--- src/rtl/half_argmax_pkg.sv ---
// Shared types and binary16 helpers for the half-precision argmax block.
package half_argmax_pkg;

  typedef enum logic [1:0] {
    IDLE = 2'd0,
    SCAN = 2'd1,
    DONE = 2'd2
  } state_t;

  localparam logic [15:0] HALF_NEG_INF = 16'hFC00;

  function automatic logic half_is_nan(input logic [15:0] h);
    return (h[14:10] == 5'h1F) && (h[9:0] != 10'h000);
  endfunction

  // Monotonic unsigned ordering key; -0 is folded onto +0 so they tie.
  function automatic logic [15:0] half_key(input logic [15:0] h);
    if (h == 16'h8000) begin
      return 16'h8000;
    end
    return h[15] ? ~h : (h | 16'h8000);
  endfunction

endpackage

--- src/rtl/half_key_gt.sv ---
// Strict greater-than on binary16 values; any NaN ranks below every number.
module half_key_gt
  import half_argmax_pkg::*;
(
  input  logic [15:0] a,
  input  logic [15:0] b,
  output logic        a_gt_b
);

  always_comb begin
    a_gt_b = 1'b0;
    if (half_is_nan(a)) begin
      a_gt_b = 1'b0;
    end else if (half_is_nan(b)) begin
      a_gt_b = 1'b1;
    end else begin
      a_gt_b = (half_key(a) > half_key(b));
    end
  end

endmodule

--- src/rtl/half_argmax.sv ---
// Sequential argmax over OUTPUT_NODES binary16 scores, one compare per cycle.
// Optional winning-score output enabled by macro HALF_ARGMAX_SCORE_EN.
module half_argmax
  import half_argmax_pkg::*;
#(
  parameter int OUTPUT_NODES = 10,
  parameter int IDX_W        = $clog2(OUTPUT_NODES)
) (
  input  logic                      clk,
  input  logic                      rst,
  input  logic                      in_valid,
  input  logic [16*OUTPUT_NODES-1:0] y,
  output logic                      in_ready,
  output logic                      out_valid,
  input  logic                      out_ready,
  output logic [IDX_W-1:0]          class_idx,
  output logic                      nan_seen
`ifdef HALF_ARGMAX_SCORE_EN
  ,
  output logic [15:0]               class_score
`endif
);

  localparam int CW = (IDX_W < 1) ? 1 : IDX_W;
  localparam logic [CW-1:0] LAST = CW'(OUTPUT_NODES - 1);

  state_t              state_reg;
  logic [15:0]         y_arr   [OUTPUT_NODES];
  logic [15:0]         buf_mem [OUTPUT_NODES];
  logic [15:0]         best_reg;
  logic [15:0]         rd_reg;
  logic [IDX_W-1:0]    best_idx_reg;
  logic [CW-1:0]       cnt_reg;
  logic [CW-1:0]       rd_ptr_reg;
  logic                rd_vld_reg;
  logic                nan_reg;
  logic                rd_gt_best;

  generate
    for (genvar gi = 0; gi < OUTPUT_NODES; gi++) begin : g_unpack
      assign y_arr[gi] = y[16*gi +: 16];
    end
  endgenerate

  half_key_gt u_gt (
    .a      (rd_reg),
    .b      (best_reg),
    .a_gt_b (rd_gt_best)
  );

  // Buffer reads are registered, so comparison of index cnt trails its read
  // by one cycle; rd_vld_reg marks the first SCAN cycle as read-only.
  always_ff @(posedge clk) begin
    if (rst) begin
      state_reg    <= IDLE;
      best_reg     <= 16'h0000;
      best_idx_reg <= '0;
      nan_reg      <= 1'b0;
      cnt_reg      <= '0;
      rd_ptr_reg   <= '0;
      rd_vld_reg   <= 1'b0;
      rd_reg       <= 16'h0000;
    end else begin
      case (state_reg)
        IDLE: begin
          if (in_valid) begin
            for (int i = 0; i < OUTPUT_NODES; i++) begin
              buf_mem[i] <= y_arr[i];
            end
            best_reg     <= y_arr[0];
            best_idx_reg <= '0;
            nan_reg      <= half_is_nan(y_arr[0]);
            cnt_reg      <= CW'(1);
            rd_ptr_reg   <= CW'(1);
            rd_vld_reg   <= 1'b0;
            state_reg    <= (OUTPUT_NODES == 1) ? DONE : SCAN;
          end
        end
        SCAN: begin
          rd_reg     <= buf_mem[rd_ptr_reg];
          rd_vld_reg <= 1'b1;
          if (rd_ptr_reg != LAST) begin
            rd_ptr_reg <= rd_ptr_reg + CW'(1);
          end
          if (rd_vld_reg) begin
            if (rd_gt_best) begin
              best_reg     <= rd_reg;
              best_idx_reg <= cnt_reg[IDX_W-1:0];
            end
            nan_reg <= nan_reg | half_is_nan(rd_reg);
            cnt_reg <= cnt_reg + CW'(1);
            if (cnt_reg == LAST) begin
              state_reg <= DONE;
            end
          end
        end
        DONE: begin
          if (out_ready) begin
            state_reg <= IDLE;
          end
        end
        default: state_reg <= IDLE;
      endcase
    end
  end

  assign in_ready  = (state_reg == IDLE);
  assign out_valid = (state_reg == DONE);
  assign class_idx = best_idx_reg;
  assign nan_seen  = nan_reg;
`ifdef HALF_ARGMAX_SCORE_EN
  assign class_score = best_reg;
`endif

endmodule

--- config.mk ---
export PLATFORM = sky130hd
export DESIGN_NAME = half_argmax
export DESIGN_NICKNAME = d
export VERILOG_FILES = /design/src/rtl/half_argmax_pkg.sv /design/src/rtl/half_key_gt.sv /design/src/rtl/half_argmax.sv
export SDC_FILE = /design/constraint.sdc
export NUM_CORES = 1
export LEC_CHECK = 0
export CAP_MARGIN = 15
export CORE_MARGIN = 2
export CORE_UTILIZATION = 45
export DETAILED_ROUTE_END_ITERATION = 16
export PLACE_DENSITY = 0.7
export SLEW_MARGIN = 15
export SYNTH_ARGS = -nofsm -noshare
export SYNTH_HDL_FRONTEND = slang
export SYNTH_SLANG_ARGS = --single-unit
--- constraint.sdc ---
create_clock -name clk -period 11.35 [get_ports clk]
set_input_delay 2.27 -clock clk [delete_from_list [all_inputs] [get_ports clk]]
set_output_delay 2.27 -clock clk [all_outputs]
set_load 0.02 [all_outputs]
==> impl_metrics.toml, run 1 <==
[status]
status = "finished, final reports clean"

[min_path]
hold_class = "reg2reg"
hp-start = "class_idx[2]"

[synth]
synth_edf_count = 160
ys_ff_latch = 208
synth_top_cell_by_area = "edfxtp_1"
yosysTopAreaCellShare = 0.5201
synth_cells = 641
seq_area_frac_synth = 0.6241
async_reset_ff_frac = 0
synth_nets = 827
synth_ff_type = "edfxtp_1"
avgSynthCellArea_um2 = 14.41
yosysWarnings = 0
synthTopCellsByArea = "edfxtp_1, dfxtp_1, mux4_2"
ys_types = 51
syn-cell-area_um2 = 9238

[global_routing]
grt_max_degree = 88
grtUsageTotal = 0.1868
grt_pass1_wl_um = 31950
grt_pass1_vias = 6102
overflow = 0
antenna_found_initial = 0

[clock_network]
clock-sinks = 208
cts_buffers = 23
clk_latency_ps = 500
cts_hold_buffers = 0
clkTransAtPathRegs_ps = 60
cts_tree = "yes"
htree_levels = 1
cts_setup_buffers = 0
clockBufferDepth = 3
cts_resized = 0
root_buffer = "clkbuf_16"

[critical_path]
reg2reg_depth = 12
r2r_setup_slack_ps = 6760
worstSetupEndpointType = "flip-flop"
worstPathMaxFanout = 87
critPathLaunchType = "input port"
slowest_delay_ps = 940
endpoint = "buf_mem[7][6]"
r2r-start = "best_reg[4]"
cp_slowest_cell = "buf_4"
r2r-end = "best_reg[4]"
criticalPathCategory = "in2reg"
crit_start = "in_valid"
cp.required_ps = 11460
critical_path_buf_inv_count = 3
path_cells = "clkdlybuf4s50_1 -> nand2_1 -> nor2_4 -> buf_4 -> buf_4"
cp_num_cells = 5
crit_top_cell = "buf_4"
arrival_ps = 4740
cp_top_family = "buffers and inverters"

[timing]
fin_crit_sh = 0.4075
finalMaxSlewViolations = 0
fin_crit_ps = 4626
fmax_mhz = 216.2
hold_violations = 0
fin_skew_ps = 16.37
setup_viol = 0
max_slew_margin = 0.3198
tightest_slew_ps = 1020
rsz0062_at_grt = "no"
fin_setup_tns_ps = 0

[drt]
ant_nets = 0
routed_wl_um = 20310
vias = 5784
via_per_inst = 5.311
drt-pass1-iter-count = 4
drtIter0Drc = 327
routedWlPerCell_um = 18.65
drc = 0

[die]
rows = 52
io_pins = 171
start_util = 0.4580
die_h_um = 147.3
core_area_um2 = 20170
die_w_um = 147.3
floorplan.die_area_um2 = 21690

[cells_and_area]
final_cell_count_no_fill = 1089
num-nets-final = 988
drive_gt1_frac = 0.1306
area_delta_synth_final_pct = 29.23
largest_register_ffs = 160
antenna-diode-count = 0

[power_and_ir_drop]
p_int_uw = 1481
leakage_uw = 0.004223
powerDensity_nw_per_um2 = 160.9
swShare = 0.2289
power_frac_comb = 0.138
seq_power_share = 0.467
clkPwrFrac = 0.395
p_sw_uw = 439.8
ir_drop_v = 0.0001244

[placement]
place_congestion = 0.8254
placed_cells = 1047
io_buffers = 170
dp_hpwl_um = 14250

[job]
drv_cap = 0
-- logic make-up after synthesis --
group,after synthesis,share of synthesized area
DFF,208,0.6241
and+or+nand+nor,172,0.1014
muxes,69,0.1269
xor gates and xnor gates,32,0.03034
AOI/OAI and AO/OA,91,0.06380
adders and majority gates,22,0.02980
buffers and inverters,47,0.02357
-- routing by layer --
metal	GRT usage	part of all wire	up-vias
met4	0.04760	0.018	0
met3	0.03199	0.057	27
li1	-	-	2757
met2	0.3086	0.48	171
met1	0.2592	0.45	2829
met5	0	0	-
-- cell usage after synthesis (all sizes together), types with 2 or more instances --
cell type    n
a21oi       41
xor2        17
nand2b       9
or3          2
ha          22
nand3b       4
o21ai        2
nand3        3
and2        17
dfxtp       48
a21o         4
clkbuf      26
edfxtp     160
xnor2       15
buf         14
and3         2
mux2i       20
nand4        7
inv          6
nor2b        8
nor3         6
a211oi      35
mux4        32
and2b       10
nand2       50
a31oi        2
mux2        17
or4          7
nor2        38
nor4         6
-- power by group through the flow --
stage	Sequential (µW)	Combinational, µW	Clock [µW]
after floorplan	894	185	0
after global placement	912	260	0
after detailed placement	914	266	0
after CTS	899	268	772
after global routing	903	292	807
final	898	265	758
-- layout by cell type (no fill, tap or decap), types with 3 or more instances in the layout --
cell type        count
xnor2_1             15
mux2_4              16
nand3b_1             4
buf_4                7
clkbuf_1             5
a21o_1               4
clkdlybuf4s50_1    169
a211oi_1            34
and2b_2              3
nor4_4               3
or4_1                6
dfxtp_1             46
bufinv_16            3
nor3_1               6
ha_1                22
nor4_1               3
inv_6                3
nor2_1              37
a21oi_1             41
and2b_1              7
clkinv_2             3
mux2i_1             20
inv_1                6
nand2b_1             8
edfxtp_1           160
nand2_1             50
nor2b_1              8
clkbuf_16           24
nand3_1              3
nand4_1              7
xor2_1              17
and2_1              17
mux4_2              32
-- stage by stage --
stage	util	power (µW)	hold WS, ps	setup WS [ps]	cell area, µm²
global placement	0.5529	1172	474.0	6344	11150
floorplan	-	1079	483.5	1337	9238
detailed placement	0.5529	1180	471.5	6181	11150
finish	0.5919	1921	480.3	6724	11940
CTS	0.5919	1939	488.2	6696	11940
global route	0.5919	2002	502.6	6465	11940
-- worst min path at each step --
| stage | depth (start not counted) | slack [ps] | endpoint |
|---|---|---|---|
| after floorplan | 2 | 480 | class_idx[3] |
| after global placement | 2 | 470 | class_idx[0] |
| after detailed placement | 2 | 470 | class_idx[2] |
| after CTS | 2 | 490 | class_idx[2] |
| after global routing | 2 | 500 | class_idx[3] |
| final | 2 | 480 | class_idx[2] |
-- worst reg2reg max path, cell delays in order, from the launching register on --
cell and delay [ps]:
dfxtp_1 330, or4_1 590, nor4_4 380, nand3_1 520, and2_1 360, ha_1 290
nand4_1 140, nor3_1 90, a21boi_0 120, or4_1 540, a211oi_4 390, buf_4 390
mux2_4 350
-- cell type report --
class,count,area (µm²)
clock buffers,31,646.9
clock inverters,11,138.9
fillers,1574,8232
inverters,6,22.52
multi-input cells,386,3272
flip-flops and latches,208,5771
well taps,270,337.8
repair buffers,177,1749
(Power assumes the default switching activity.)
==> run 2: changes to the inputs <==
==> constraint.sdc (replaced) <==
create_clock -name clk -period 4.6 [get_ports clk]
set_input_delay 0.92 -clock clk [delete_from_list [all_inputs] [get_ports clk]]
set_output_delay 0.92 -clock clk [all_outputs]
set_load 0.02 [all_outputs]
==> run 2 against run 1 <==
  * Routed wire length down 1.4%
  * Utilization about the same
  * Hold slack better by 1.2 ps
  * Die area unchanged
  * Cell area about the same
==> impl_metrics.toml, run 2 (same netlist as run 1, synthesis figures left out) <==
[critical_path]
worstSetupEndpointType = "flip-flop"
slowest_delay_ps = 550
cp_top_family = "simple AND/OR/NAND/NOR gates"
crit_start = "rd_reg[6]"
worstPathMaxFanout = 20
cp.required_ps = 4980
path_cells = "or4_4 -> nor4_4 -> and3_2 -> nor2_1 -> ha_1 -> a41o_1 -> a21oi_1 -> o32ai_1 -> or4_1 -> a211oi_4 -> buf_4 -> mux2_4"
arrival_ps = 4450
criticalPathCategory = "reg2reg"
cp_slowest_cell = "or4_4"
r2r-start = "rd_reg[6]"
critPathLaunchType = "flip-flop"
critical_path_buf_inv_count = 1

[cells_and_area]
fill_cells = 1605
largest_register_ffs = 160
area_delta_synth_final_pct = 29.28
drive_gt1_frac = 0.1328
num-nets-final = 991
register_area_um2 = 5771
antenna-diode-count = 0
final_common_cell = "clkdlybuf4s50_1"
final_cell_mix = "clkdlybuf4s50_1, edfxtp_1, nand2_1"
multi_input_area_um2 = 3272

[drt]
drtIter0Drc = 398
routedWlPerCell_um = 18.34
vias = 5716
routed_wl_um = 20010
ant_nets = 0
via_per_inst = 5.239
drt-pass1-iter-count = 7
drc = 0

[power_and_ir_drop]
leakage_uw = 0.004228
powerDensity_nw_per_um2 = 389.7
ir_drop_v = 0.0003057

[job]
drv_cap = 0

[timing]
max_slew_margin = 0.3434
setup_ws_ps = 526.6
fin_setup_tns_ps = 0
fmax_mhz = 245.5
finalMaxSlewViolations = 0
rsz0062_at_grt = "no"
tightest_slew_ps = 984.9
setup_viol = 0
hold_violations = 0
fin_crit_sh = 0.8855
fin_crit_ps = 4073
fin_skew_ps = 11.94

[placement]
io_buffers = 170
place_ws_ps = 515.0
dp_hpwl_um = 14080
place_congestion = 0.8135

[die]
die_w_um = 147.3
core_area_um2 = 20170
start_util = 0.4580
io_pins = 171
die_h_um = 147.3
rows = 52
floorplan.die_area_um2 = 21690

[global_routing]
antenna_found_initial = 0
grt_max_degree = 161
grt_pass1_vias = 5970
overflow = 0
grtUsageTotal = 0.1845
grt_pass1_wl_um = 31660

[clock_network]
cts_hold_buffers = 0
clkTransAtPathRegs_ps = 60
cts_buffers = 22
clock-sinks = 208
clockBufferDepth = 3
cts_setup_buffers = 0
root_buffer = "clkbuf_16"
clk_latency_ps = 490
cts_tree = "yes"
cts_resized = 0
htree_levels = 1

[status]
status = "finished, final reports clean"

[min_path]
hp-start = "class_idx[1]"
hold_class = "reg2reg"
[run 2: changes by cell type in the layout (fill, tap and decap cells not counted), moves of 2 or more]
cell | previous run | this run
buf_4 | 7 | 10
inv_6 | 3 | 0
bufinv_16 | 3 | 1
clkbuf_1 | 5 | 7
clkbuf_4 | 0 | 2
clkinv_1 | 2 | 0
[run 2: where the power goes]
group	switching [µW]	internal [µW]	total [µW]	leakage, µW
combinational	294	381	674	0.00198
clock	677	1100	1780	0.000369
sequential	78.5	2120	2200	0.00187
total	1050	3600	4650	0.00423
[run 2: layout make-up]
type	instances	share of cell area
timing repair buffer	181	0.1500
sequential	208	0.4832
multi-input combinational	386	0.2740
clock buffer	37	0.05930
inverter	6	0.001886
tap	270	0.02829
clock inverter	3	0.003353
[run 2: worst min-delay path: cells and delay by family, from the launching register on]
| family | cells | cell delay (ps) |
|---|---|---|
| and+or+nand+nor | 1 | 60 |
| DFF | 1 | 310 |
| muxes | 1 | 60 |
[run 2: layer usage]
layer	vias to the layer above	track usage	routed length, µm
met5	-	0	0
met4	0	0.04519	345
met3	26	0.03665	1220
met2	162	0.2977	9490
met1	2778	0.2598	8956
li1	2750	-	-
[run 2: worst paths after layout]
kind	endpoint	slack, ps	cells after the start
hold / removal	class_idx[1]	480	2
hold reg to reg	class_idx[1]	480	2
setup / recovery	best_reg[2]	530	12
setup reg to reg	best_reg[2]	530	12
[run 2: through the flow]
stage | std cells | area (µm²) | util | hold WS, ps | power [µW]
detailed placement | 1051 | 11190 | 0.5550 | 477.4 | 2917
global route | 1091 | 11940 | 0.5921 | 514.5 | 4846
CTS | 1091 | 11940 | 0.5921 | 488.2 | 4702
global placement | 1051 | 11190 | 0.5550 | 476.8 | 2901
finish | 1091 | 11940 | 0.5921 | 481.4 | 4654
floorplan | 641 | 9245 | - | 483.5 | 2652
